## config.mk

```make
export PLATFORM = sky130hd
export DESIGN_NAME = zstall_arb
export DESIGN_NICKNAME = d
export VERILOG_FILES = /design/src/rtl/zstall_arb_pkg.sv /design/src/rtl/zstall_arb.sv
export SDC_FILE = /design/constraint.sdc
export NUM_CORES = 1
export LEC_CHECK = 0
export BUFFER_PORTS_ARGS = -buffer_cell sky130_fd_sc_hd__buf_2
export CORE_ASPECT_RATIO = 0.75
export CORE_MARGIN = 2
export CORE_UTILIZATION = 44
export CTS_CLUSTER_SIZE = 30
export DETAILED_ROUTE_END_ITERATION = 10
export GPL_TIMING_DRIVEN = 0
export SLEW_MARGIN = 40
export SYNTH_ARGS = -nofsm -noshare
export SYNTH_HDL_FRONTEND = slang
export SYNTH_SLANG_ARGS = --single-unit
```

## constraint.sdc

```tcl
create_clock -name fclk -period 2 [get_ports fclk]
set_input_delay 0.3 -clock fclk [delete_from_list [all_inputs] [get_ports fclk]]
set_output_delay 0.3 -clock fclk [all_outputs]
set_load 0.02 [all_outputs]
```

## src/rtl/zstall_arb_pkg.sv

```systemverilog
// Shared encodings for the Z80 clock-stall arbiter: FSM states, stall owner codes, turbo codes.
package zstall_arb_pkg;

  typedef enum logic [2:0] {
    ST_RUN,
    ST_ARM,
    ST_STALL,
    ST_GRANT,
    ST_RELEASE
  } state_e;

  localparam logic [1:0] SRC_NONE = 2'd0;
  localparam logic [1:0] SRC_EXT  = 2'd1;
  localparam logic [1:0] SRC_DMA  = 2'd2;
  localparam logic [1:0] SRC_DRAM = 2'd3;

  localparam logic [1:0] TURBO_3M5 = 2'b00;
  localparam logic [1:0] TURBO_7M  = 2'b01;
  localparam logic [1:0] TURBO_14M = 2'b10;

  localparam logic [7:0] MAX_STALL_DEF = 8'd200;

endpackage

```

## src/rtl/zstall_arb.sv

```systemverilog
// Arbitrates stall requests against the Z80 clock: freezes the clock high on a zneg,
// grants the bus to DMA, bounds every stall with a timeout and gates turbo changes.
module zstall_arb
  import zstall_arb_pkg::*;
#(
  parameter logic [7:0] MAX_STALL = MAX_STALL_DEF,
  parameter logic [1:0] TURBO_RST = TURBO_3M5
) (
  input  logic       fclk,
  input  logic       rst_n,
  input  logic       zpos,
  input  logic       zneg,
  input  logic [1:0] turbo_cfg,
  input  logic       ext_wait,
  input  logic       dma_req,
  input  logic       dram_busy,
  output logic       zclk_stall,
  output logic [1:0] turbo,
  output logic       dma_gnt,
  output logic [1:0] stall_src,
  output logic       timeout_err
);

  state_e     state_q, state_d;
  logic       zclk_stall_q, zclk_stall_d;
  logic       dma_gnt_q, dma_gnt_d;
  logic [1:0] stall_src_q, stall_src_d;
  logic       timeout_err_q, timeout_err_d;
  logic [1:0] turbo_q, turbo_d;
  logic [7:0] cnt_q, cnt_d;
  logic [2:0] blk_q, blk_d;

  logic [2:0] req_vec, elig, owner_mask;
  logic [1:0] pick;
  logic       zpos_only, owner_req, cnt_hit;

  // Bit order everywhere: [0] ext, [1] dma, [2] dram.
  assign req_vec   = {dram_busy, dma_req, ext_wait};
  assign elig      = req_vec & ~blk_q;
  assign zpos_only = zpos & ~zneg;
  assign cnt_hit   = ({1'b0, cnt_q} + 9'd1) >= {1'b0, MAX_STALL};
  assign owner_req = |(req_vec & owner_mask);

  always_comb begin
    pick = SRC_NONE;
    if (elig[0])      pick = SRC_EXT;
    else if (elig[1]) pick = SRC_DMA;
    else if (elig[2]) pick = SRC_DRAM;
  end

  always_comb begin
    owner_mask = 3'b000;
    case (stall_src_q)
      SRC_EXT:  owner_mask = 3'b001;
      SRC_DMA:  owner_mask = 3'b010;
      SRC_DRAM: owner_mask = 3'b100;
      default:  owner_mask = 3'b000;
    endcase
  end

  // NOTE: every next-state signal gets its hold value first, so no path leaves it unassigned (no latch).
  always_comb begin
    state_d       = state_q;
    zclk_stall_d  = zclk_stall_q;
    dma_gnt_d     = dma_gnt_q;
    stall_src_d   = stall_src_q;
    timeout_err_d = timeout_err_q;
    turbo_d       = turbo_q;
    cnt_d         = cnt_q;
    // A block on a timed-out requester lifts once its request is seen low.
    blk_d         = blk_q & req_vec;

    case (state_q)
      ST_RUN: begin
        if (zneg && (pick != SRC_NONE)) begin
          stall_src_d = pick;
          state_d     = ST_ARM;
        end else if (zpos_only && (pick == SRC_NONE)) begin
          turbo_d = turbo_cfg;
        end
      end
      ST_ARM: begin
        zclk_stall_d = 1'b1;
        cnt_d        = 8'd0;
        if (stall_src_q == SRC_DMA) begin
          dma_gnt_d = 1'b1;
          state_d   = ST_GRANT;
        end else begin
          state_d = ST_STALL;
        end
      end
      ST_STALL, ST_GRANT: begin
        cnt_d = (&cnt_q) ? cnt_q : cnt_q + 8'd1;
        if (!owner_req || cnt_hit) begin
          if (owner_req) begin
            timeout_err_d = 1'b1;
            blk_d         = blk_d | owner_mask;
          end
          state_d     = ST_RELEASE;
          stall_src_d = SRC_NONE;
          dma_gnt_d   = 1'b0;
          // After DMA the clock stays frozen one more cycle so the bus turns around first.
          if (state_q == ST_STALL) zclk_stall_d = 1'b0;
        end
      end
      ST_RELEASE: begin
        zclk_stall_d = 1'b0;
        state_d      = ST_RUN;
      end
      default: state_d = ST_RUN;
    endcase
  end

  // NOTE: sequential state uses non-blocking assignments so all registers update from the same pre-edge values.
  always_ff @(posedge fclk or negedge rst_n) begin
    if (!rst_n) begin
      state_q       <= ST_RUN;
      zclk_stall_q  <= 1'b0;
      dma_gnt_q     <= 1'b0;
      stall_src_q   <= SRC_NONE;
      timeout_err_q <= 1'b0;
      turbo_q       <= TURBO_RST;
      cnt_q         <= 8'd0;
      blk_q         <= 3'b000;
    end else begin
      state_q       <= state_d;
      zclk_stall_q  <= zclk_stall_d;
      dma_gnt_q     <= dma_gnt_d;
      stall_src_q   <= stall_src_d;
      timeout_err_q <= timeout_err_d;
      turbo_q       <= turbo_d;
      cnt_q         <= cnt_d;
      blk_q         <= blk_d;
    end
  end

  assign zclk_stall  = zclk_stall_q;
  assign dma_gnt     = dma_gnt_q;
  assign stall_src   = stall_src_q;
  assign timeout_err = timeout_err_q;
  assign turbo       = turbo_q;

endmodule
```

Word level (Yosys, flattened, before mapping)
Cells that the tools add are included.
{"block": "op_classes", "addsub": 2, "n_lt_le_gt_ge": 1, "eq_ne": 12, "mux": 22, "bitwise_logic": 8, "n_reduce_logical": 20}
{"op": "3-bit case mux with 3 select lines", "count": 2}
{"op": "8-bit case mux with 2 select lines", "count": 1}
{"op": "3-bit 2-to-1 mux", "count": 5}
{"op": "3-bit AND reduction", "count": 5}
{"op": "2-bit 2-to-1 mux", "count": 5}
{"op": "2-bit inequality test (second input constant)", "count": 5}
{"op": "8-bit by 1-bit adder with 9-bit output (second input constant)", "count": 1}
{"op": "3-bit bitwise AND", "count": 3}
{"op": "9-bit by 8-bit >= comparator with 1-bit output (second input constant)", "count": 1}
{"op": "8-bit by 1-bit adder with 8-bit output (second input constant)", "count": 1}
{"op": "8-bit 2-to-1 mux", "count": 1}
{"op": "8-bit AND reduction", "count": 1}
{"op": "3-bit by 2-bit == test with 1-bit output (second input constant)", "count": 2}
{"op": "2-bit nonzero test", "count": 3}
{"op": "1-bit 2-to-1 mux", "count": 5}
{"op": "2-bit == test (second input constant)", "count": 2}
{"op": "2-bit case mux with 2 select lines", "count": 1}
{"op": "2-bit AND reduction", "count": 2}
{"op": "3-bit by 1-bit == test with 1-bit output (second input constant)", "count": 1}
{"op": "3-bit == test (second input constant)", "count": 1}
{"op": "3-bit logical NOT", "count": 1}
{"op": "3-bit NOT", "count": 1}
{"op": "3-bit bitwise OR", "count": 1}
{"op": "1-bit case mux with 3 select lines", "count": 1}
{"op": "11 further kinds", "count": 13}
{"block": "word_totals", "regBits": 21, "inputBits": 9, "output_inout_bits": 7, "wordCells": 73}

Depth between registers and ports, before layout
{"block": "logic_depth", "word_depth": 9, "mapped_depth": 7, "depth_no_buf": 6}

Least setup slack after synthesis
Ideal clock, no wire load.
{"block": "synth_timing", "path_type": "register to register", "start": "register cnt_q[0]", "end": "register zclk_stall_q, in the netlist zclk_stall", "setup_ps": 138, "t_arrival_ps": 1671, "t_required_ps": 1862, "setup_slack_ps": 191, "path_stages_with_launch": 8, "n_path_buf": 1, "period_less_slack_ps": 1809, "cell_sequence": "dfrtp_1 -> ha_1 -> buf_6 -> and3_2 -> a41oi_1 -> o211ai_2 -> nor2_4 -> o221ai_1"}
{"block": "synth_via", "elab_chain_len": 5}
{"item": "start, declared", "line": "zstall_arb.sv:30", "rtl": "logic [7:0] cnt_q, cnt_d;"}
{"item": "start signal, assigned", "line": "zstall_arb.sv:132", "rtl": "cnt_q <= cnt_d;"}
{"item": "8-bit by 1-bit adder with 9-bit output", "line": "zstall_arb.sv:41", "rtl": "assign cnt_hit = ({1'b0, cnt_q} + 9'd1) >= {1'b0, MAX_STALL};"}
{"item": "9-bit by 8-bit >= comparator with 1-bit output", "line": "zstall_arb.sv:41"}
{"item": "1-bit logical OR", "line": "zstall_arb.sv:94", "rtl": "if (!owner_req || cnt_hit) begin"}
{"item": "2-bit inequality test (no line)"}
{"item": "3-bit AND reduction (no line)"}
{"item": "end signal, assigned", "line": "zstall_arb.sv:127", "rtl": "zclk_stall_q <= zclk_stall_d;"}
{"item": "end, declared", "line": "zstall_arb.sv:25", "rtl": "logic zclk_stall_q, zclk_stall_d;"}
Every way passes these cells.
A chain may end at the register's enable or synchronous reset.

Final worst setup path
{"block": "layout_timing", "start": "register cnt_q[1]", "end": "register zclk_stall_q, in the netlist zclk_stall"}
The elaborated chain is that of the path after synthesis.

==> results by group <==
Critical path
  – Crit path depth: 7
  – Reg-to-Reg Start: cnt_q[1]
  – Critical Path Sink: zclk_stall
  – Critical path fanouts, max: 9
  – Crit path launch: cnt_q[1]
  – CP Cell Sequence: ha_1, buf_6, and3_2, a41oi_2, o211ai_2, nor2_4, o221ai_1
  – Critical Path RT: 2.14 ns
  – R2R setup slack: between 0.1 and 0.15 ns
  – CP top delay family: compound AO/OA/AOI/OAI gates
  – Critical path buffer and inverter count: 1
  – CP max stage cell: dfrtp_2
  – R2r worst-path depth: 7
  – CP startpoint kind: flop
  – Setup crit end kind: flop
  – Worst reg2reg endpoint: zclk_stall
  – CP peak stage delay: 0.47 ns
  – Critical path type: flop to flop
  – CP Data Arrival Time: 2.03 ns

Pwr
  – Clk network pwr share: 17.0%
  – Comb power frac: 42.3%
  – Switch share: 42.1%
  – PwrDens: approximately 1100 nW/um^2
  – Seq pwr share: 40.8%
  – P_int: 0.000960 W
  – Leakage: slightly below 0.7 nW
  – Maximum vdd drop: 0.000605 V
  – Switching Power: around 0.0007 W

Routing
  – DRT antenna net count: 0
  – Detailed-route via count: 1118
  – DRC: 0
  – Initial drt markers: 41
  – Drt wl/cell: 14.4 um
  – Drt first pass iters: 4
  – WL final: 2800 um
  – Via density per instance: 5.73

CTS
  – Clock root cell: clkbuf_8
  – CTS Sinks: 21
  – Worst-skew pair later-pin latency: 0.26 ns
  – CTS tree: yes
  – Register clock-pin slew on the reported worst setup and hold paths: 0.08 ns
  – Clock Path Buffers: 2
  – Number of buffers created by CTS: 3
  – Hold Buf Count CTS: 0
  – CTS H-tree lvls: 1

Synthesis
  – Post-synthesis cell type count: 44
  – Synth Instances: 137
  – EDFF count, synth: 0
  – Ys flop type: dfrtp_1
  – Asr flop ratio synth: 100%
  – Post-Syn Area: 1300 um^2
  – Top-count cell post-synth: dfrtp_1
  – Most frequent cells after synthesis: dfrtp_1, o21ai_0, nand2_1
  – Post-Syn Nets: 148
  – Cell taking the most area after synthesis: dfrtp_1
  – Synth top area share: 40.5%
  – Yosys Warn Count: 0
  – Sequential area share after synthesis: roughly 40%
  – Syn_area_per_cell: approximately 9.5 um^2
  – Largest cells by area after synthesis: dfrtp_1, o21ai_0, nand2_1
  – Synthesis-stage register bit count: 21

Place
  – Placer congestion estimate: a little under 0.8
  – Dpl cells: 190
  – Placed wire-length estimate: 2050 um
  – Dpl ws: -0.00214 ns
  – Number of buffers added on ports: 15

Cells and area
  – Area grow syn2layout: 14.4%
  – Filler cell count: 299
  – Fin nets: 169
  – Fraction of layout cells with a size suffix above 1: 26.8%
  – Layout Utilization: 51.7%
  – N_diodes: 0
  – Finished Layout Cells: 195

STA
  – Hold Worst Slack: -0.0130 ns
  – Tightest Pin Transition: slightly below 0.5 ns
  – RSZ-0062 raised after global routing: no
  – Rel. slew slack: between 60% and 70%
  – Final min period: 1.89 ns
  – Final hold vios: 21
  – Fin Clk Skew: 0.00125 ns
  – Final setup vio count: 0
  – Final cycle utilization of the critical path: 94.5%
  – Fmax: about 530 MHz
  – Setup ws final: approximately 0.11 ns
  – Fin. max-slew vios: 0

GRT
  – First-pass GRT wire length: approximately 4500 um
  – Vias in the first global route: 967
  – Pin count of the biggest net entering global routing: 22
  – Gr usage total: between 10% and 20%
  – Grt ovf: 0
  – Antenna violations before repair: 0

Flow run
  – Max-cap violations: 0

Floorplanning
  – Die width: 66.7 um
  – Die ar.: 3410 um^2
  – I/O Pins: 16
  – Cell Rows: 17
  – Die height: 51.1 um
  – Initial Util: 45.2%
  – Core area: 2870 um^2

Status
  – Status: complete, but fails checks
  – Failing checks: hold timing

Min path
  – Hold WC Path Type: input port to async pin
## power groups by stage
stage	clock network, W	logic, W	registers [W]
2_1_floorplan	0	0.000423	0.000733
3_3_place_gp	0	0.000665	0.000682
3_5_place_dp	0	0.000675	0.000689
4_1_cts	0.000296	0.000677	0.000686
5_1_grt	0.000311	0.000785	0.000692
6_report	0.000281	0.000701	0.000676
## area by class of cell
cell class                 count  area [um^2]  area share (%)
buffer                         7         53.8            3.62
clock buffer                   3         41.3            2.78
clock inverter                 1         5.00           0.337
inverter                       5         18.8            1.26
multi-input combinational    104          708            47.7
sequential                    21          528            35.6
tap                           38         47.5            3.20
timing repair buffer          16         82.6            5.56
## routing by layer
layer  part of all wire, %  vias up  wire length (um)  track usage [%]
li1                      -      544                 -                -
met1                    53      544              1480             25.5
met2                    42       25              1160             26.2
met3                   4.7        5               132             5.29
met4                  0.96        0                27             5.10
met5                     0        -                 0                0
## cells by family after synthesis
| family | share of synthesized area, % |
|---|---|
| and+or+nand+nor | 23.0 |
| AOI/OAI and AO/OA | 24.9 |
| DFF | 40.5 |
| buffers and inverters | 5.59 |
| muxes | 4.14 |
| adders and majority gates | 1.93 |
## cell usage in the layout (no fill, tap or decap), types with 2 or more instances in the layout
cell | Yosys | layout
nor2b_1 | 4 | 4
and3_2 | 2 | 2
o31ai_1 | 2 | 2
mux2i_1 | 2 | 2
ha_1 | 2 | 2
nand2b_1 | 4 | 4
o21ai_0 | 15 | 15
buf_4 | 3 | 4
and2_1 | 3 | 3
nand2_1 | 14 | 14
nand4_1 | 2 | 2
clkbuf_8 | 0 | 3
nand3_1 | 6 | 6
a21o_1 | 2 | 2
buf_6 | 2 | 2
a21oi_1 | 6 | 6
a31oi_1 | 3 | 3
mux2_2 | 3 | 3
dfrtp_2 | 0 | 2
a41oi_1 | 3 | 2
nor2_1 | 6 | 6
nor3_1 | 2 | 2
o22ai_1 | 2 | 2
buf_2 | 1 | 16
inv_1 | 5 | 5
a32o_1 | 3 | 3
dfrtp_1 | 21 | 19
## stage by stage
| stage | total power (W) | TNS, ns | cell area [um^2] | hold slack, ns |
|---|---|---|---|---|
| 2_1_floorplan | 0.00116 | 0 | 1300 | 0.00441 |
| 6_report | 0.00166 | 0 | 1490 | -0.0130 |
| 4_1_cts | 0.00166 | 0 | 1480 | 0.00466 |
| 3_5_place_dp | 0.00136 | -0.00214 | 1420 | 0.299 |
| 5_1_grt | 0.00179 | 0 | 1490 | 0.0106 |
| 3_3_place_gp | 0.00135 | 0 | 1420 | 0.291 |
## how the worst min path moves through the flow
stage               slack (ns)  startpoint  endpoint
floorplan                0.004       rst_n  blk_q[0]
finish                   -0.01       rst_n  cnt_q[2]
detailed placement        0.30       rst_n  cnt_q[2]
CTS                      0.005       rst_n  cnt_q[2]
global route              0.01       rst_n  cnt_q[2]
global placement          0.29       rst_n  cnt_q[1]
## flip-flops by register name, indices dropped and copies added, names as in the netlist
name and count:
timeout_err 1, dma_gnt 1, cnt_q 8, zclk_stall 1, turbo 2, state_q 3
blk_q 3, stall_src 2
## what timing repair did
action,4_1_cts,5_1_grt
pin swaps,1,1
buffers inserted,0,1
gates cloned,0,0
endpoints found under the setup margin,4,6
gates resized for setup,3,0
Power figures use the tool's default switching activity.
